<file path="config.mk">
export PLATFORM = sky130hd
export DESIGN_NAME = nearest_centroid_flat
export DESIGN_NICKNAME = d
export VERILOG_FILES = /design/src/rtl/nearest_centroid_if.sv /design/src/rtl/nearest_centroid.sv /design/src/flat_wrapper.sv
export SDC_FILE = /design/constraint.sdc
export NUM_CORES = 1
export LEC_CHECK = 0
export CELL_PAD_IN_SITES_DETAIL_PLACEMENT = 0
export CELL_PAD_IN_SITES_GLOBAL_PLACEMENT = 1
export CORE_MARGIN = 3
export CORE_UTILIZATION = 48
export DETAILED_ROUTE_END_ITERATION = 16
export PLACE_DENSITY = 0.91
export REMOVE_ABC_BUFFERS = 1
export SLEW_MARGIN = 20
export SYNTH_ARGS = -nofsm -noshare
export SYNTH_HDL_FRONTEND = slang
export SYNTH_SLANG_ARGS = --single-unit
export TNS_END_PERCENT = 100
</file>
<file path="constraint.sdc">
create_clock -name clk -period 6 [get_ports clk]
set_clock_uncertainty 0.1 [all_clocks]
set_input_delay 0.6 -clock clk [delete_from_list [all_inputs] [get_ports clk]]
set_output_delay 0.6 -clock clk [all_outputs]
set_load 0.01 [all_outputs]
</file>
<file path="src/rtl/nearest_centroid_if.sv">
// Point-in / result-out handshake bundle for nearest_centroid.
//   s_valid/s_ready/s_x/s_y      : one 8-bit (x,y) point per transaction
//   m_valid/m_ready/m_idx/m_dist : nearest centroid index and halved squared distance
// master: the side that supplies points and consumes results.
// slave : the nearest_centroid block.
interface nearest_centroid_if #(
  parameter int IDX_W = 2
);
  logic             s_valid;
  logic             s_ready;
  logic [7:0]       s_x;
  logic [7:0]       s_y;
  logic             m_valid;
  logic             m_ready;
  logic [IDX_W-1:0] m_idx;
  logic [15:0]      m_dist;

  modport master (
    output s_valid, s_x, s_y, m_ready,
    input  s_ready, m_valid, m_idx, m_dist
  );

  modport slave (
    input  s_valid, s_x, s_y, m_ready,
    output s_ready, m_valid, m_idx, m_dist
  );
endinterface

</file>
<file path="src/rtl/nearest_centroid.sv">
// K-means assignment stage.
// distance: 3-cycle pipelined squared-distance unit, result floor((dx^2+dy^2)/2).
//   clk, rst            : clock, synchronous active-high reset
//   ax, ay, bx, by      : the two 8-bit points, presented on the issue cycle
//   sq_distance         : halved squared distance, valid 3 cycles after issue
// nearest_centroid: holds up to K centroids, streams the active ones through
// one distance unit per point and returns the nearest one.
//   clk, rst            : clock, synchronous active-high reset
//   cent_we/addr/x/y    : centroid register write port (ignored while busy)
//   n_cent              : active centroid count, sampled on point accept
//   busy                : high whenever a point is in flight or a result is pending
//   bus (slave)         : point input stream and result output stream

module distance (
  input  logic        clk,
  input  logic        rst,
  input  logic [7:0]  ax,
  input  logic [7:0]  ay,
  input  logic [7:0]  bx,
  input  logic [7:0]  by,
  output logic [15:0] sq_distance
);
  logic [7:0]  dx, dy;
  logic [15:0] sqx, sqy;
  logic [16:0] sum;

  assign sum = {1'b0, sqx} + {1'b0, sqy};

  always_ff @(posedge clk) begin
    if (rst) begin
      dx          <= '0;
      dy          <= '0;
      sqx         <= '0;
      sqy         <= '0;
      sq_distance <= '0;
    end else begin
      dx          <= (ax >= bx) ? (ax - bx) : (bx - ax);
      dy          <= (ay >= by) ? (ay - by) : (by - ay);
      sqx         <= 16'(dx) * 16'(dx);
      sqy         <= 16'(dy) * 16'(dy);
      sq_distance <= sum[16:1];
    end
  end
endmodule

module nearest_centroid #(
  parameter int K     = 4,
  parameter int IDX_W = 2
) (
  input  logic              clk,
  input  logic              rst,
  input  logic              cent_we,
  input  logic [IDX_W-1:0]  cent_addr,
  input  logic [7:0]        cent_x,
  input  logic [7:0]        cent_y,
  input  logic [IDX_W:0]    n_cent,
  output logic              busy,
  nearest_centroid_if.slave bus
);
  typedef enum logic [1:0] {IDLE, ISSUE, DRAIN, OUT} state_t;

  state_t state, state_next;

  // centroid register file
  logic [7:0] cx [K];
  logic [7:0] cy [K];

  // latched transaction
  logic [7:0]       px, py;
  logic [IDX_W:0]   n_eff;
  logic [IDX_W-1:0] cnt;

  // running minimum and published result
  logic [15:0]      min_dist;
  logic [IDX_W-1:0] min_idx;
  logic [15:0]      res_dist;
  logic [IDX_W-1:0] res_idx;

  // tag pipe, aligned with the distance unit latency
  logic [2:0]       tag_v;
  logic [IDX_W-1:0] tag_idx [3];

  logic [15:0]      sq_distance;
  logic [IDX_W:0]   n_clamp;
  logic [IDX_W:0]   last_idx;
  logic             accept, last_issue, last_tag, better, wr_ok;
  logic [15:0]      cand_dist;
  logic [IDX_W-1:0] cand_idx;

  distance u_distance (
    .clk         (clk),
    .rst         (rst),
    .ax          (cx[cnt]),
    .ay          (cy[cnt]),
    .bx          (px),
    .by          (py),
    .sq_distance (sq_distance)
  );

  always_comb begin
    n_clamp = n_cent;
    if (n_cent == '0)
      n_clamp = (IDX_W+1)'(1);
    else if (n_cent > (IDX_W+1)'(K))
      n_clamp = (IDX_W+1)'(K);
  end

  assign last_idx   = n_eff - (IDX_W+1)'(1);
  assign accept     = (state == IDLE) && bus.s_valid;
  assign last_issue = ({1'b0, cnt} == last_idx);
  assign last_tag   = tag_v[2] && ({1'b0, tag_idx[2]} == last_idx);
  assign wr_ok      = (state == IDLE) && cent_we && ({1'b0, cent_addr} < (IDX_W+1)'(K));

  // Strict compare keeps the lower index on ties; the min_dist seed of
  // 16'hFFFF exceeds the largest possible distance, so the first valid
  // result always wins.
  assign better    = tag_v[2] && (sq_distance < min_dist);
  assign cand_dist = better ? sq_distance : min_dist;
  assign cand_idx  = better ? tag_idx[2] : min_idx;

  always_ff @(posedge clk) begin
    if (rst) state <= IDLE;
    else     state <= state_next;
  end

  always_comb begin
    state_next  = state;
    bus.s_ready = 1'b0;
    bus.m_valid = 1'b0;
    busy        = 1'b1;
    case (state)
      IDLE: begin
        bus.s_ready = 1'b1;
        busy        = 1'b0;
        if (bus.s_valid) state_next = ISSUE;
      end
      ISSUE: begin
        if (last_issue) state_next = DRAIN;
      end
      DRAIN: begin
        if (last_tag) state_next = OUT;
      end
      OUT: begin
        bus.m_valid = 1'b1;
        if (bus.m_ready) state_next = IDLE;
      end
    endcase
  end

  always_ff @(posedge clk) begin
    if (rst) begin
      for (int unsigned i = 0; i < K; i++) begin
        cx[i] <= '0;
        cy[i] <= '0;
      end
      px         <= '0;
      py         <= '0;
      n_eff      <= (IDX_W+1)'(1);
      cnt        <= '0;
      min_dist   <= '1;
      min_idx    <= '0;
      res_dist   <= '0;
      res_idx    <= '0;
      tag_v      <= '0;
      tag_idx[0] <= '0;
      tag_idx[1] <= '0;
      tag_idx[2] <= '0;
    end else begin
      if (wr_ok) begin
        cx[cent_addr] <= cent_x;
        cy[cent_addr] <= cent_y;
      end

      tag_v      <= {tag_v[1:0], (state == ISSUE)};
      tag_idx[0] <= cnt;
      tag_idx[1] <= tag_idx[0];
      tag_idx[2] <= tag_idx[1];

      if (better) begin
        min_dist <= sq_distance;
        min_idx  <= tag_idx[2];
      end

      case (state)
        IDLE: begin
          if (accept) begin
            px       <= bus.s_x;
            py       <= bus.s_y;
            n_eff    <= n_clamp;
            cnt      <= '0;
            min_dist <= '1;
            min_idx  <= '0;
          end
        end
        ISSUE: cnt <= cnt + IDX_W'(1);
        DRAIN: begin
          // publish including the final compare happening on this same edge
          if (last_tag) begin
            res_dist <= cand_dist;
            res_idx  <= cand_idx;
          end
        end
        default: ;
      endcase
    end
  end

  assign bus.m_idx  = res_idx;
  assign bus.m_dist = res_dist;
endmodule

</file>
<file path="src/flat_wrapper.sv">
// flat-port wrapper written by rule: the top's interface ports become plain ports
module nearest_centroid_flat 
#(
  parameter int K     = 4,
  parameter int IDX_W = 2
)
  (clk, rst, cent_we, cent_addr, cent_x, cent_y, n_cent, busy, bus_s_valid, bus_s_x, bus_s_y, bus_m_ready, bus_s_ready, bus_m_valid, bus_m_idx, bus_m_dist);
  nearest_centroid_if #(.IDX_W(IDX_W)) bus_i ();
  input  logic clk;
  input  logic rst;
  input  logic cent_we;
  input  logic [IDX_W-1:0] cent_addr;
  input  logic [7:0] cent_x;
  input  logic [7:0] cent_y;
  input  logic [IDX_W:0] n_cent;
  output logic busy;
  input wire logic [$bits(bus_i.s_valid)-1:0] bus_s_valid;
  input wire logic [$bits(bus_i.s_x)-1:0] bus_s_x;
  input wire logic [$bits(bus_i.s_y)-1:0] bus_s_y;
  input wire logic [$bits(bus_i.m_ready)-1:0] bus_m_ready;
  output wire logic [$bits(bus_i.s_ready)-1:0] bus_s_ready;
  output wire logic [$bits(bus_i.m_valid)-1:0] bus_m_valid;
  output wire logic [$bits(bus_i.m_idx)-1:0] bus_m_idx;
  output wire logic [$bits(bus_i.m_dist)-1:0] bus_m_dist;
  assign bus_i.s_valid = bus_s_valid;
  assign bus_i.s_x = bus_s_x;
  assign bus_i.s_y = bus_s_y;
  assign bus_i.m_ready = bus_m_ready;
  assign bus_s_ready = bus_i.s_ready;
  assign bus_m_valid = bus_i.m_valid;
  assign bus_m_idx = bus_i.m_idx;
  assign bus_m_dist = bus_i.m_dist;
  nearest_centroid #(.K(K), .IDX_W(IDX_W)) u_core (.clk(clk), .rst(rst), .cent_we(cent_we), .cent_addr(cent_addr), .cent_x(cent_x), .cent_y(cent_y), .n_cent(n_cent), .busy(busy), .bus(bus_i));
endmodule
</file>
After elaboration in Yosys (flattened, before gate mapping)
Memory sizes are Yosys's and may differ from the RTL's. A register that Yosys moved wholly into a read port is not among the register bits.
Cells that the tools add are included.
Word-level totals
  register bits after elaboration: 126
  RAM bits: 70
  input bits: 42
  output and inout port bits: 21
  logic and storage cells: 96
  memories kept: 3
Memory list
  u_core.cx: depth 4, bits a word 8, rd ports 1, clocked after memory_dff 1, wr ports 4, RTL line nearest_centroid.sv:65  | logic [7:0] cx [K];
  u_core.cy: depth 4, bits a word 8, rd ports 1, clocked after memory_dff 1, wr ports 4, RTL line nearest_centroid.sv:66  | logic [7:0] cy [K];
  u_core.tag_idx: depth 3, bits a word 2, rd ports 3, clocked after memory_dff 0, wr ports 3, RTL line nearest_centroid.sv:81  | logic [IDX_W-1:0] tag_idx [3];
Operators by class
  add/subtract/negate cells: 7
  multiply operators: 2
  order comparisons: 4
  eq/ne operators: 10
  muxes and demuxes: 39
  bitwise operators: 3
  reductions and logical operators: 13
Operators by type and width (count)
  $mux W16: 3
  $mux W2: 17
  $mul A8 B8 Y16: 2
  $mux W8: 4
  $sub A8 B8 Y8: 4
  $add A16 B16 Y17: 1
  $ge A8 B8 Y1: 2
  $lt A16 B16 Y1: 1
  $reduce_or A8 Y1: 2
  $mux W1: 11
  $pmux W2 S4: 1
  $eq A2 B3 Y1: 2
  $mux W3: 2
  $ne A2 B1 Y1 const B: 3
  $reduce_and A2 Y1: 3
  $eq A2 B2 Y1 const B: 2
  $logic_and A1 B1 Y1: 4
  $ne A2 B2 Y1 const B: 2
  $pmux W2 S2: 1
  $reduce_and A4 Y1: 1
  $gt A3 B3 Y1 const B: 1
  $logic_not A3 Y1: 1
  $or A1 B1 Y1: 3
  $sub A3 B1 Y3 const B: 1
  4 further kinds: 4

Longest topological paths before layout
Gate-level depths: netlist (run 1).
  word-level depth: 7
  mapped depth: 18
  depth with buffers taken out: 17

Modules after synthesis
Synthesis (run 1) repeated with hierarchy kept, for this count alone.
Second synthesis, totals
  cells, all modules: 1358
  area, all modules: 13262.7 sq um
Modules (own cells, without submodules)
  distance: times used 1, cells each 826, area an instance 7191.9 sq um, seq. area each 1241.2 sq um
  nearest_centroid: times used 1, cells each 532, area an instance 6070.8 sq um, seq. area each 3323.2 sq um

Least setup slack after synthesis (run 1)
Ideal clock, no wire load.
  path type: register to register
  start point: reg u_core.u_distance.dy[5]
  end point: reg u_core.u_distance.sqy[14]
  setup time: 0.128 ns
  arrival time: 4.162 ns
  data required time: 5.772 ns
  slack: 1.610 ns
  cell stages (with the launch flop): 15
  buffers on the path: 0
  period minus slack after synthesis: 4.390 ns
  cell sequence: dfxtp_1 -> inv_1 -> nor2_1 -> fa_1 -> fa_1 -> inv_1 -> fa_1 -> fa_1 -> inv_1 -> ha_1 -> or3_1 -> o31a_1 -> a211oi_1 -> xor2_1 -> nor2_1
On the way
  longest elaborated chain between the ends: 1
RTL lines
  start, declared: RTL line nearest_centroid.sv:23  | logic [7:0] dx, dy;
  start signal, assigned: RTL line nearest_centroid.sv:38  | dy <= (ay >= by) ? (ay - by) : (by - ay);
  $mul A8 B8 Y16: RTL line nearest_centroid.sv:40  | sqy <= 16'(dy) * 16'(dy);
  end signal, assigned: RTL line nearest_centroid.sv:40
  end, declared: RTL line nearest_centroid.sv:24  | logic [15:0] sqx, sqy;
No other way between the ends.
A chain may end at the register's enable or synchronous reset.

Worst setup path in the final report (run 1)
Same ends and word-level chain as after synthesis.

==> impl_metrics.tcl, run 1 <==
set metrics [dict create \
    post_synth.cell_area_avg_um2 9.95 \
    n_antenna_cell 0 \
    synth_area_um2 12200 \
    period_share_pct 78.9 \
    cts_resized 0 \
    max_freq_mhz 211 \
    synth_cell_type_count 60 \
    synth.area.mux_share_pct 5.73 \
    cts_buffer_depth 2 \
    clk_pin_slew_worst_paths_ns 0.07 \
    cp-start-kind "flip-flop" \
    numClockSinks 196 \
    drtPass1Iterations 5 \
    crit_type "flip-flop to flip-flop" \
    yosysSeqAreaShare_pct 37.3 \
    cts_made_buffers 17 \
    hold_path_class "flip-flop to flip-flop" \
    synthArstFlopShare_pct 0 \
    yosys.area_share.simple_pct 16.3 \
    coreArea_um2 24700 \
    final.setup.worst_slack_ns 1.26 \
    postRouteAntennaNets 0 \
    ir_worst_vdd_mv 0.166 \
    synth_adder_area_share_pct 21.5 \
    antenna_found_initial 0 \
    io-pin-count 63 \
    grt_pass1_wl_um 39700 \
    outcome "finished, final reports clean" \
    ctsHoldBuffers 0 \
    grt_max_degree 81 \
    synth_compound_area_share_pct 8.88 \
    die_area_um2 27400 \
    fill_cells 2185 \
    grt_use_total_pct 17.3 \
    timing.critical_path.mode_cell "fa_1" \
    cts_root_buf "clkbuf_16" \
    yosys_warnings 0 \
    vias 8290 \
    final_area_um2 13700 \
    path_buf_inv 3 \
    port_buffers 62 \
    syn2layout_area_growth_pct 12.2 \
    netlist_instances 1229 \
    wl_per_cell_um 14.4 \
    final_hold_viol_count 0 \
    max_stage_delay_ns 0.54 \
    hpwl_um 17500 \
    cts_tree "done" \
    path_cells "inv_1 -> nor2_1 -> fa_1 -> fa_1 -> inv_1 -> fa_1 -> fa_1 -> inv_1 -> ha_1 -> o21ai_0 -> a21boi_0 -> o21a_1 -> o31a_1 -> a211oi_1 -> xor2_1 -> nor2_1" \
    nets 1496 \
    placed_area_um2 13100 \
    tightest_slew_ns 1.08 \
    post_cts_buffers 0 \
    slowest_stage "fa_1" \
    fp.dieW_um 166 \
    synth_edf_count 64 \
    final_layout_size_suffix_gt1_share_pct 6.21 \
    slew_headroom_pct 27.4 \
    ys_ff_latch 196 \
    start_util_pct 49.6 \
    crit_family "adder cells" \
    worstPathArrival_ns 4.93 \
    maxCapViolations 0 \
    pre_cts_slack_ns 1.30 \
    first_iter_violations 428 \
    slew_violations 0 \
    htree_levels 4 \
    cp-end-kind "flip-flop" \
    path_max_fanout 8 \
    p_per_area_nw_per_um2 413 \
    synth_xor_xnor_area_share_pct 3.94 \
    final_core_util_pct 55.6 \
    leakage_nw 6.26 \
    fin_setup_tns_ns 0 \
    grt_pass1_vias 8369 \
    routed_wl_um 23200 \
    rsz0062_at_grt "false" \
    dieHeight_um 166 \
    overflow 0 \
    synth_ff_type "dfxtp_1" \
    route.detailed.drc 0 \
    synth_top_family_by_area "adder cells" \
    period_minus_slack_ns 4.74 \
    fp-row-count 57 \
    avgViaCountPerCell 5.14 \
    worst_skew_pair.late_latency_ns 0.44 \
    required_ns 6.19 \
    setup_viol 0 \
    gp_congestion 0.902 \
]
==> registers in the layout (all words and copies together), names as in the netlist, named ones only <==
name / flops
u_core.u_distance.dy: 8
u_core.u_distance.sqy: 15
u_core.u_distance.dx: 8
u_core.min_idx: 2
u_core.cx: 32
u_core.px: 8
u_core.cy: 32
u_core.state: 2
u_core.py: 8
u_core.u_distance.sq_distance: 16
u_core.n_eff: 3
u_core.min_dist: 16
u_core.tag_idx: 6
u_core.tag_v: 3
u_core.bus.m_dist: 16
u_core.bus.m_idx: 2
u_core.u_distance.sqx: 15
u_core.cnt: 2
==> logic make-up (layout without fill, tap and decap cells) <==
family                     after synthesis  after routing
and+or+nand+nor                        389            389
xor gates and xnor gates                55             55
AOI/OAI and AO/OA                      167            167
adders and majority gates              178            178
buffers and inverters                  195            255
muxes                                   49             49
DFF                                    196            196
==> layout by cell type (no fill, tap or decap), types with 7 or more instances in the layout <==
cell type	n
buf_4	9
a211oi_1	24
nor2b_1	34
nand3_1	7
mux4_2	16
o21ai_0	34
clkbuf_16	17
a21o_1	16
nor3_1	15
dfxtp_1	132
xor2_1	21
clkdlybuf4s50_1	61
fa_1	54
nand2b_1	10
a21oi_1	56
nand2_1	89
nor2_1	89
mux2i_1	28
edfxtp_1	64
and2_1	104
xnor2_1	34
inv_1	153
ha_1	124
==> layer usage <==
metal | vias to the layer above | global-route usage, % | wire [um] | share of wire [%]
met1 | 3934 | 22.2 | 10700 | 46
met4 | 0 | 4.92 | 356 | 1.5
li1 | 4172 | - | - | -
met2 | 159 | 30.5 | 11500 | 49
met3 | 25 | 2.65 | 712 | 3.1
met5 | - | 0 | 0 | 0
==> report_power, final <==
part	switching (mW)	leakage (nW)	total [mW]	internal (mW)
sequential	0.180	1.74	1.78	1.60
combinational	1.55	4.23	2.77	1.22
clock	0.558	0.289	1.12	0.563
total	2.29	6.26	5.67	3.39
==> Yosys cell counts, types with 7 or more instances <==
cell type / instances / share of area, %
inv_1: 153 / 4.7
dfxtp_1: 132 / 22
ha_1: 124 / 13
and2_1: 104 / 5.3
nor2_1: 91 / 2.8
nand2_1: 89 / 2.7
edfxtp_1: 64 / 16
a21oi_1: 56 / 2.3
fa_1: 54 / 8.8
nor2b_1: 34 / 1.7
o21ai_0: 34 / 1.4
xnor2_1: 34 / 2.4
clkbuf_1: 29 / 0.89
mux2i_1: 28 / 2.3
a211oi_1: 24 / 1.5
xor2_1: 21 / 1.5
a21o_1: 16 / 0.98
mux4_2: 16 / 2.9
nor3_1: 15 / 0.61
nand2b_1: 10 / 0.51
nand3_1: 7 / 0.29
==> worst min-delay path: stages (launching register included) <==
cell and delay, ns:
dfxtp_1 0.30, nand2_1 0.05, nor2_1 0.03
==> per-stage QoR <==
| stage | hold WS, ns | total power [mW] | std cells |
|---|---|---|---|
| final | 0.317 | 5.67 | 1613 |
| after global routing | 0.346 | 6.19 | 1613 |
| after CTS | 0.321 | 5.73 | 1613 |
| after detailed placement | 0.320 | 4.59 | 1581 |
| after global placement | 0.316 | 4.51 | 1581 |
| after floorplan | 0.295 | 3.93 | 1187 |
==> layout make-up <==
type / instances / area [um^2] / area share (%)
clock buffers: 18 / 429 / 3.13
clock inverters: 14 / 163 / 1.19
well taps: 324 / 405 / 2.95
inverters: 153 / 574 / 4.19
multi-input cells: 838 / 6910 / 50.3
flip-flops and latches: 196 / 4560 / 33.3
repair buffers: 70 / 678 / 4.94
==> final timing paths <==
path / startpoint / to / slack, ns / depth (start not counted)
max reg2reg: u_core.u_distance.dy[5] / u_core.u_distance.sqy[14] / 1.26 / 16
max: u_core.u_distance.dy[5] / u_core.u_distance.sqy[14] / 1.26 / 16
min reg2reg: u_core.u_distance.sqy[0] / u_core.u_distance.sq_distance[0] / 0.32 / 2
min: u_core.u_distance.sqy[0] / u_core.u_distance.sq_distance[0] / 0.32 / 2
(Power assumes the default switching activity.)
==> inputs of run 2 (changes only) <==
- CORE_UTILIZATION: 48 -> 44
- PLACE_DENSITY: 0.91 -> 0.89
- clock period: 6 -> 3.9 ns (I/O delays scaled with it)
==> impl_metrics.tcl, run 2 (same netlist as run 1, synthesis figures left out) <==
set metrics [dict create \
    avgViaCountPerCell 4.94 \
    hold_path_class "flip-flop to flip-flop" \
    final_layout_size_suffix_gt1_share_pct 18.6 \
    leakage_nw 6.75 \
    n_antenna_cell 0 \
    grt_use_total_pct 16.6 \
    path_cells "buf_4 -> and2_4 -> fa_2 -> fa_1 -> inv_1 -> fa_1 -> fa_1 -> inv_2 -> ha_4 -> or3_4 -> a21o_1 -> a311o_1 -> a21oi_2 -> xnor2_1 -> nor2_1" \
    die_area_um2 29800 \
    combPwrFrac_pct 56.4 \
    max_freq_mhz 237 \
    period_share_pct 108 \
    antenna_found_initial 0 \
    p_total_mw 10.3 \
    seqPwrFrac_pct 26.1 \
    gp_congestion 0.841 \
    period_minus_slack_ns 4.21 \
    cts_buffer_depth 2 \
    hpwl_um 17900 \
    slew_violations 0 \
    final_common_cell "inv_1" \
    final.setup.worst_slack_ns -0.312 \
    placed_area_um2 13800 \
    cts_tree "done" \
    stdcell_count 1744 \
    final_area_um2 14900 \
    port_buffers 62 \
    swShare_pct 39.6 \
    max_stage_delay_ns 0.57 \
    final_core_util_pct 54.9 \
    p_sw_mw 4.06 \
    nets 1579 \
    final_cell_mix "137 x inv_1, 119 x dfxtp_1, 110 x ha_1, 97 x and2_1, 85 x nor2_1" \
    overflow 0 \
    timing.critical_path.mode_cell "fa_1" \
    fp-row-count 60 \
    rsz0062_at_grt "true" \
    worstPathArrival_ns 4.41 \
    maxCapViolations 0 \
    drtPass1Iterations 5 \
    routed_wl_um 24300 \
    numClockSinks 196 \
    htree_levels 4 \
    required_ns 4.10 \
    violations "negative setup slack" \
    first_iter_violations 346 \
    outcome "finished with violations" \
    power.internal_mw 6.19 \
    dp.cells 1702 \
    grt_pass1_vias 8792 \
    grt_max_degree 122 \
    crit_type "flip-flop to flip-flop" \
    start_util_pct 45.0 \
    worst_skew_pair.late_latency_ns 0.44 \
    path_max_fanout 4 \
    cts_made_buffers 17 \
    reg.largest.list "u_core.cx (32), u_core.cy (32)" \
    dieHeight_um 173 \
    clk_pin_slew_worst_paths_ns 0.08 \
    fp.dieW_um 173 \
    cp-end-kind "flip-flop" \
    grt_pass1_wl_um 41300 \
    route.detailed.drc 0 \
    cts_root_buf "clkbuf_16" \
    wl_per_cell_um 13.9 \
    vias 8611 \
    final_hold_viol_count 0 \
    cp-start-kind "flip-flop" \
    ir_worst_vdd_mv 0.358 \
    postRouteAntennaNets 0 \
    fin_setup_tns_ns -1.92 \
    setup_viol 12 \
    io-pin-count 63 \
    tightest_slew_ns 1.04 \
    coreArea_um2 27200 \
    slowest_stage "fa_1" \
    fill_cells 2364 \
    syn2layout_area_growth_pct 22.0 \
    power_frac_clock_pct 17.6 \
    p_per_area_nw_per_um2 687 \
    slew_headroom_pct 30.1 \
]
## run 2: through the flow
stage / worst slack (ns) / hold slack [ns]
2_1_floorplan: -0.476 / 0.295
3_3_place_gp: -0.495 / 0.304
3_5_place_dp: -0.589 / 0.303
4_1_cts: -0.332 / 0.314
5_1_grt: -0.483 / 0.335
6_report: -0.312 / 0.311
## run 2: final timing paths
check	from	endpoint	depth (start not counted)	slack [ns]
setup reg to reg	u_core.u_distance.dy[6]	u_core.u_distance.sqy[15]	15	-0.31
hold / removal	u_core.u_distance.sqy[0]	u_core.u_distance.sq_distance[0]	2	0.31
setup / recovery	u_core.u_distance.dy[6]	u_core.u_distance.sqy[15]	15	-0.31
hold reg to reg	u_core.u_distance.sqy[0]	u_core.u_distance.sq_distance[0]	2	0.31
## run 2: repair_timing
item,4_1_cts,5_1_grt
gates cloned,0,0
resized for setup,99,43
setup buffers,10,0
pin swaps,58,35
endpoints found under the setup margin,15,15
hold buffers,0,0
## run 2: critical path, delay by kind of cell, from the launching register on
| family | cells | cell delay, ns |
|---|---|---|
| DFF | 1 | 0.34 |
| adders and majority gates | 5 | 2.09 |
| and+or+nand+nor | 3 | 0.53 |
| xor gates and xnor gates | 1 | 0.13 |
| buffers and inverters | 3 | 0.24 |
| AOI/OAI and AO/OA | 3 | 0.64 |
## run 2: final cells by class
type,instances,area (um^2),share of cell area (%)
clock buffer,17,425,2.85
clock inverter,15,193,1.29
inverter,153,574,3.85
multi-input combinational,838,7300,48.9
sequential,196,4590,30.7
tap,372,465,3.12
timing repair buffer,153,1380,9.27
## run 2: power groups by stage
stage          logic [mW]  clock network (mW)  registers [mW]
2_1_floorplan        3.34                   0            2.70
3_3_place_gp         4.84                   0            2.68
3_5_place_dp         4.94                   0            2.69
4_1_cts              5.36                1.84            2.67
5_1_grt              6.52                1.92            2.72
6_report             5.78                1.80            2.67
## run 2: layer usage
metal	part of all wire [%]	global-route usage [%]
met2	51	30.2
met5	0	0
met4	1.2	3.82
met1	44	20.2
met3	4.1	3.49
==> inputs of run 3 (changes only) <==
--- a/config.mk
+++ b/config.mk
@@ -8,4 +8,5 @@
 export CELL_PAD_IN_SITES_DETAIL_PLACEMENT = 0
 export CELL_PAD_IN_SITES_GLOBAL_PLACEMENT = 1
+export CORE_ASPECT_RATIO = 0.7
 export CORE_MARGIN = 3
 export CORE_UTILIZATION = 44
@@ -13,5 +14,4 @@
 export PLACE_DENSITY = 0.89
 export REMOVE_ABC_BUFFERS = 1
-export SLEW_MARGIN = 20
 export SYNTH_ARGS = -nofsm -noshare
 export SYNTH_HDL_FRONTEND = slang
==> constraint.sdc (replaced) <==
create_clock -name clk -period 3.9 [get_ports clk]
set_clock_uncertainty 0.1 [all_clocks]
set_input_delay 0.39 -clock clk [delete_from_list [all_inputs] [get_ports clk]]
set_output_delay 0.39 -clock clk [all_outputs]
set_load 0.005 [all_outputs]
==> impl_metrics.tcl, run 3 (same netlist as run 1, synthesis figures left out) <==
set metrics [dict create \
    outcome "finished with violations" \
    violations "negative setup slack" \
    dp.cells 1697 \
    cts_buffer_depth 2 \
    start_util_pct 45.3 \
    n_antenna_cell 0 \
    ctsHoldBuffers 0 \
    avgViaCountPerCell 4.97 \
    rsz0062_at_grt "true" \
    cp-end-kind "flip-flop" \
    ir_worst_vdd_mv 0.343 \
    final_common_cell "inv_1" \
    die_area_um2 29900 \
    max_freq_mhz 239 \
    maxCapViolations 0 \
    fp.dieW_um 205 \
    cts_made_buffers 17 \
    period_minus_slack_ns 4.18 \
    postRouteAntennaNets 0 \
    worst_skew_pair.late_latency_ns 0.44 \
    slew_violations 0 \
    period_share_pct 107 \
    dieHeight_um 146 \
    nets 1586 \
    p_per_area_nw_per_um2 693 \
    required_ns 4.10 \
    overflow 0 \
    route.detailed.drc 0 \
    grt_use_met3_pct 3.60 \
    final_hold_viol_count 0 \
    fin_setup_tns_ns -2.08 \
    coreArea_um2 27000 \
    htree_levels 4 \
    hold_path_class "input port to flip-flop" \
    port_buffers 62 \
    grt_pass1_wl_um 41800 \
    syn2layout_area_growth_pct 21.8 \
    cp-start-kind "flip-flop" \
    antenna_found_initial 0 \
    p_total_mw 10.3 \
    final_cell_mix "136 x inv_1, 117 x dfxtp_1, 113 x ha_1, 96 x and2_1, 84 x nor2_1" \
    cts_root_buf "clkbuf_16" \
    fp-row-count 50 \
    grt_max_degree 90 \
    routed_wl_um 25000 \
    gp_congestion 0.887 \
    numClockSinks 196 \
    wl_per_cell_um 14.4 \
    stdcell_count 1743 \
    first_iter_violations 584 \
    grt_use_total_pct 17.1 \
    drtPass1Iterations 5 \
    path_max_fanout 4 \
    grt_use_met2_pct 27.9 \
    final.setup.worst_slack_ns -0.283 \
    leakage_nw 6.74 \
    cts_tree "done" \
    grt-busiest-layer "met2" \
    setup_viol 13 \
    met1_usage_pct 23.7 \
    slew_headroom_pct 26.2 \
    worstPathArrival_ns 4.38 \
    vias 8670 \
    clk_pin_slew_worst_paths_ns 0.08 \
    hpwl_um 18700 \
    final_layout_size_suffix_gt1_share_pct 19.1 \
    reg.largest.list "u_core.cx (32), u_core.cy (32)" \
    fin_hold_ws_ns 0.302 \
    crit_type "flip-flop to flip-flop" \
    grt_pass1_vias 8817 \
    tightest_slew_ns 1.10 \
    io-pin-count 63 \
]
run 3: cell types whose count changed in the layout (fill, tap and decap cells not counted), moves of 3 or more:
cell / delta
clkinvlp_4: +3
buf_4: +3
ha_1: +3
buf_6: +6
inv_6: +4
inv_12: -4
run 3: stage by stage:
step	worst slack, ns	instance area [um^2]	utilization (%)
final	-0.283	14900	55.1
after global placement	-0.502	13800	50.9
after floorplan	-0.476	12000	-
after global routing	-0.448	14900	55.1
after CTS	-0.296	14700	54.4
after detailed placement	-0.638	13800	50.9
run 3: worst paths after layout:
kind                          endpoint  cells after the start  slack (ns)                     from
max          u_core.u_distance.sqy[12]                     17       -0.28  u_core.u_distance.dy[5]
min            u_core.u_distance.dy[0]                      2        0.30                      rst
max reg2reg  u_core.u_distance.sqy[12]                     17       -0.28  u_core.u_distance.dy[5]
min reg2reg       u_core.tag_idx[0][3]                      1        0.34     u_core.tag_idx[0][1]
run 3: power by group:
group          switching, mW  internal, mW  leakage [nW]
Clock                  0.850         0.843         0.265
Sequential             0.207          2.48          1.75
Combinational           3.02          2.92          4.73
run 3: what timing repair did:
action	CTS	global route
hold endpoints to repair	0	0
setup buffers	9	7
pin swaps	45	37
setup endpoints to repair	15	16
gates resized for setup	108	40
run 3: worst max-delay path, stage by stage (launching register included):
cell and delay, ns:
dfxtp_2 0.34, buf_6 0.12, nand2_4 0.04, fa_1 0.53, inv_2 0.06, fa_1 0.46, fa_1 0.51, inv_2 0.04
fa_1 0.54, inv_2 0.05, ha_4 0.28, o21ai_4 0.06, a21boi_2 0.18, o21a_1 0.15, o31a_1 0.18, o21a_1 0.17
o21ai_1 0.08, nor3b_2 0.16
run 3: cell type report:
cell class	count	area [um^2]
fillers	2350	12100
well taps	364	455
inverters	153	574
repair buffers	160	1430
clock buffers	17	425
multi-input cells	838	7280
clock inverters	15	133
flip-flops and latches	196	4600
run 3: layer usage:
layer,wire (um),vias up
met5,0,-
met4,273,0
met3,858,23
met2,11900,142
met1,12100,4139
li1,-,4366
==> RTL edit 1, RTL diff (config.mk and constraints of run 2) <==
`K` is set to 4 in 2 places; all go to 2.
--- a/src/rtl/nearest_centroid.sv
+++ b/src/rtl/nearest_centroid.sv
@@ -46,3 +46,3 @@
 module nearest_centroid #(
-  parameter int K     = 4,
+  parameter int K     = 2,
   parameter int IDX_W = 2
--- a/src/flat_wrapper.sv
+++ b/src/flat_wrapper.sv
@@ -3,3 +3,3 @@
 #(
-  parameter int K     = 4,
+  parameter int K     = 2,
   parameter int IDX_W = 2
Function: same outputs for any inputs over 4 cycles, from zero or initial values and one cycle with rst high; that may be too few to reach the edited logic, so the function may still have changed.
==> RTL edit 1 against run 2 <==
The run still ends with setup timing left; clock power shrank 6%; non-clock buffer count unchanged; sequential share of layout area shrank 4.0 points; sequential cell count decreased by 33; synthesized area decreased by 10%; routed wire length fell by 7.8%; worst setup slack better by 0.24 ns; die area fell by 10%; power grew 3.1%; count of clock-buffer cells in the layout rose by 2; design area shrank 9.4%; largest power group unchanged.
==> RTL edit 1: results (changes against run 2) <==
{| class="wikitable"
! Metric !! Value
|-
| Synth top area cells || sky130_fd_sc_hd__dfxtp_1 24%, sky130_fd_sc_hd__ha_1 14%, sky130_fd_sc_hd__fa_1 9.9%, sky130_fd_sc_hd__edfxtp_1 8.8%, sky130_fd_sc_hd__inv_1 5.4%
|-
| Final weighted congestion in routability-driven placement || 0.829 (-1.4%)
|-
| Part of the Yosys area used for sequential elements || 0.327 (-0.0459)
|-
| Number of enable-type register cells in the synthesized netlist || 32 (-50%)
|-
| Min-Delay Endpoint || u_core.u_distance.dy[4]$_SDFF_PP0_
|-
| Detail Placement HPWL || 16700 um (-7.2%)
|-
| Port bufs || 61 (-1.6%)
|-
| Critical path destination || u_core.u_distance.sqx[14]$_SDFF_PP0_
|-
| Fillers || 2184 (-7.6%)
|-
| Area of placed instances || 0.0124 sq mm (-10%)
|-
| Result of the run || complete, but fails checks
|-
| Post-CTS setup-driven buffer insertion count || 8 (-2)
|-
| Startpoint of the most critical setup path || u_core.u_distance.dx[5]$_SDFF_PP0_
|-
| Number of H-tree levels || 4 (unchanged)
|-
| Number of placed instances with taps included || 1600 (-6.0%)
|-
| Via count of the first global-routing pass || 8318 (-5.4%)
|-
| Class of the tightest hold or removal check || in -> reg
|-
| Setup_tns || -0.189 ns (+1.73 ns)
|-
| Via/cell ratio || 5.01 (+1.5%)
|-
| Leakage dissipation || 6.46 nW (-4.3%)
|-
| Number of vias in the routed layout || 8243 (-4.3%)
|-
| Final worst-path setup slack || -0.0746 ns (+0.238 ns)
|-
| Worst Reg2Reg Path Length in Cells || 13 (-2)
|-
| Critical path data arrival time || 4.18 ns (-0.23 ns)
|-
| Area used by multi-input combinational logic || 0.00699 sq mm (-4.3%)
|-
| Count of final setup violators || 5 (-7)
|-
| Total detailed-routing wirelength || 22400 um (-7.8%)
|-
| Top cells by count, synth || 157 x sky130_fd_sc_hd__inv_1, 131 x sky130_fd_sc_hd__dfxtp_1, 122 x sky130_fd_sc_hd__ha_1, 88 x sky130_fd_sc_hd__nand2_1, 72 x sky130_fd_sc_hd__and2_1
|-
| Beginning of the worst hold path || rst
|-
| Largest net degree at the start of global routing || 58 (-52%)
|-
| Overall global routing resource usage || 0.173 (+0.00708)
|-
| First-pass GRT wire length || 38100 um (-7.8%)
|-
| Max-slew headroom at the worst pin || 0.403 (+0.102)
|-
| Worst slack on hold paths || 0.324 ns (+0.0132 ns)
|-
| Unique masters post-synth || 63 (+5.0%)
|-
| Failing checks || setup timing
|-
| Worst IR Drop VDD || 402 uV (+12%)
|-
| Synthesized area per cell || 9.32 sq um (-6.4%)
|}
RTL edit 1: critical path: stages (launching register included):
cell and delay (ns):
sky130_fd_sc_hd__dfxtp_4 0.36, sky130_fd_sc_hd__and2_4 0.17, sky130_fd_sc_hd__fa_1 0.47, sky130_fd_sc_hd__fa_1 0.54, sky130_fd_sc_hd__inv_1 0.05, sky130_fd_sc_hd__fa_1 0.44
sky130_fd_sc_hd__fa_1 0.50, sky130_fd_sc_hd__inv_2 0.05, sky130_fd_sc_hd__ha_4 0.22, sky130_fd_sc_hd__o21ai_4 0.14, sky130_fd_sc_hd__nor2b_4 0.19, sky130_fd_sc_hd__a21oi_4 0.06
sky130_fd_sc_hd__a311oi_2 0.24, sky130_fd_sc_hd__mux2_4 0.32
RTL edit 1: per-layer routing:
layer / part of all wire / track usage
met1: 0.45 / 0.213
met2: 0.49 / 0.310
met5: 0 / 0
met4: 0.017 / 0.0461
met3: 0.041 / 0.0340
RTL edit 1: final cells by class:
class | instances | share of cell area
multi-input combinational | 815 | 0.517
sequential | 163 | 0.267
timing repair buffer | 153 | 0.0977
inverter | 157 | 0.0438
clock buffer | 19 | 0.0336
tap | 324 | 0.0300
clock inverter | 13 | 0.0110
RTL edit 1: cells by family (layout without fill, tap and decap cells):
family                   count (synthesis)  count (layout)  share of synthesized area
AO/OA/AOI/OAI                          213             213                      0.127
XOR/XNOR                                34              34                     0.0272
adder cells (fa/ha/maj)                176             176                      0.238
buffers and inverters                  197             342                     0.0709
flip-flops                             163             163                      0.327
multiplexers                            54              54                     0.0511
AND/OR/NAND/NOR                        338             338                      0.158
RTL edit 1: power by group:
group          switching, mW  internal [mW]  leakage [nW]  total [mW]
combinational           3.40           3.21          4.76        6.61
clock                  0.700          0.991         0.291        1.69
sequential             0.203           2.07          1.41        2.27
total                   4.30           6.27          6.46        10.6
==> RTL edit 2, RTL diff (flow settings as in run 2) <==
Without the edit above. Re-encode `state_t` (4 states) as Gray code, 2 bits wide.
--- a/src/rtl/nearest_centroid.sv
+++ b/src/rtl/nearest_centroid.sv
@@ -59,3 +59,3 @@
 );
-  typedef enum logic [1:0] {IDLE, ISSUE, DRAIN, OUT} state_t;
+  typedef enum logic [1:0] {IDLE = 2'b00, ISSUE = 2'b01, DRAIN = 2'b11, OUT = 2'b10} state_t;
 
Check against the original RTL: no difference found for any inputs over 4 cycles, from zero or initial values and one cycle with rst high; so few cycles prove little.
==> RTL edit 2 against run 2 <==
The run still ends with setup timing left; global-route usage increased by 0.53 points; synthesized area increased by 2.8%; design area increased by 2.9%; worst setup slack improved by 0.092 ns; sequential cell count unchanged; critical path depth increased by 4; combinational power increased by 3%; routed wire length increased by 5.9%; power about the same; first-iteration DRC count increased by 47%; die area increased by 2.7%.
==> RTL edit 2: results (changes against run 2) <==
{| class="wikitable"
! Metric !! Value
|-
| Ratio of cells with drive above 1 in the final layout || 0.196 (+0.0101)
|-
| Total CTS buffers || 17 (unchanged)
|-
| Critical path data arrival time || 4.32 ns (-0.09 ns)
|-
| Stage delay of the slowest cell on the critical path || 0.51 ns (-0.06 ns)
|-
| Result of the run || complete, but fails checks
|-
| Startpoint of the most critical setup path || u_core.u_distance.dy[2]$_SDFF_PP0_
|-
| Leakage dissipation || 6.80 nW (+0.71%)
|-
| Final worst-path setup slack || -0.220 ns (+0.0920 ns)
|-
| Overall global routing resource usage || 0.171 (+0.00530)
|-
| Cells after synthesis || 1269 (+3.3%)
|-
| Worst IR Drop VDD || 472 uV (+32%)
|-
| Met2 global-route usage || 0.304 (+0.00113)
|-
| Total detailed-routing wirelength || 25700 um (+5.9%)
|-
| Number of placed instances with taps included || 1746 (+2.6%)
|-
| Fillers || 2404 (+1.7%)
|-
| Worst Reg2Reg Path Length in Cells || 19 (+4)
|-
| Critical path destination || u_core.u_distance.sqy[11]$_SDFF_PP0_
|-
| Setup_tns || -1.57 ns (+0.349 ns)
|-
| Detail Placement HPWL || 18800 um (+4.7%)
|-
| Number of iterations in the first detailed-routing pass || 4 (-1)
|-
| First-pass GRT wire length || 43600 um (+5.5%)
|-
| Area used by multi-input combinational logic || 0.00763 sq mm (+4.6%)
|-
| Via/cell ratio || 5.05 (+2.3%)
|-
| Detailed-route wire length per cell || 14.3 um (+2.8%)
|-
| Failing checks || setup timing
|-
| Largest net degree at the start of global routing || 51 (-58%)
|-
| Reg-to-reg critical path startpoint || u_core.u_distance.dy[2]$_SDFF_PP0_
|-
| Final Net Count || 1622 (+2.7%)
|-
| Worst-Margin Slew || 0.962 ns (-0.0823 ns)
|-
| Met1 GRT Util || 0.214 (+0.0123)
|-
| First DRT Iteration DRCs || 509 (+47%)
|-
| Highest net fanout along the worst path || 5 (+1)
|-
| Count of final setup violators || 12 (unchanged)
|-
| Via count of the first global-routing pass || 9266 (+5.4%)
|-
| Final weighted congestion in routability-driven placement || 0.824 (-2.1%)
|-
| Post-placement setup slack || -0.556 ns (+0.0330 ns)
|-
| Top cells by count, synth || 154 x sky130_fd_sc_hd__inv_1, 132 x sky130_fd_sc_hd__dfxtp_1, 120 x sky130_fd_sc_hd__ha_1, 108 x sky130_fd_sc_hd__and2_1, 97 x sky130_fd_sc_hd__nor2_1
|}
==> RTL edit 2: what timing repair did <==
action,CTS,global route
gates cloned,0,0
pin swaps,75,28
setup endpoints to repair,16,14
resized for setup,108,28
buffers inserted,12,9
==> RTL edit 2: cell type report <==
type                            instances  share of cell area
Clock buffer                           17              0.0277
Clock inverter                         15              0.0127
Inverter                              154              0.0376
Multi-Input combinational cell        873               0.497
Sequential cell                       196               0.299
Tap cell                              378              0.0308
Timing Repair Buffer                  164              0.0955
==> RTL edit 2: logic make-up after synthesis <==
family                     count (synthesis)  share of synthesized area
and+or+nand+nor                          403                      0.167
adders and majority gates                174                      0.205
muxes                                     40                     0.0482
AOI/OAI and AO/OA                        213                      0.121
buffers and inverters                    200                     0.0659
xor gates and xnor gates                  43                     0.0300
DFF                                      196                      0.363
==> RTL edit 2: worst min-delay path, cell delays in order, from the launching register on <==
cell	delay (ns)
sky130_fd_sc_hd__dfxtp_1	0.30
sky130_fd_sc_hd__nand2_1	0.05
sky130_fd_sc_hd__nor2_1	0.03
==> RTL edit 2: worst min-delay path by stage <==
| stage | start | end | slack (ns) | cells after the start |
|---|---|---|---|---|
| after detailed placement | u_core.u_distance.sqy[0]$_SDFF_PP0_ | u_core.u_distance.sq_distance[0]$_SDFF_PP0_ | 0.30 | 2 |
| after global routing | u_core.tag_idx[0][2]$_SDFF_PP0_ | u_core.tag_idx[0][4]$_SDFF_PP0_ | 0.35 | 1 |
| after CTS | u_core.u_distance.sqy[0]$_SDFF_PP0_ | u_core.u_distance.sq_distance[0]$_SDFF_PP0_ | 0.31 | 2 |
| final | u_core.u_distance.sqy[0]$_SDFF_PP0_ | u_core.u_distance.sq_distance[0]$_SDFF_PP0_ | 0.31 | 2 |
| after floorplan | u_core.u_distance.sqy[0]$_SDFF_PP0_ | u_core.u_distance.sq_distance[0]$_SDFF_PP0_ | 0.30 | 2 |
| after global placement | u_core.u_distance.sqy[0]$_SDFF_PP0_ | u_core.u_distance.sq_distance[0]$_SDFF_PP0_ | 0.30 | 2 |
==> RTL edit 2: report_power, final <==
part           total (mW)  internal, mW  switching [mW]  leakage [nW]
sequential           2.53          2.39           0.144          1.75
clock                1.78         0.888           0.894         0.301
combinational        5.94          2.95            2.99          4.75
total                10.3          6.23            4.02          6.80
==> RTL edit 2: layer usage <==
metal  up-vias  part of all wire  routed length [um]
li1       4555                 -                   -
met1      4293              0.44               11300
met2       190              0.50               12900
met3        36             0.039                 997
met4         0             0.018                 476
met5         -                 0                   0
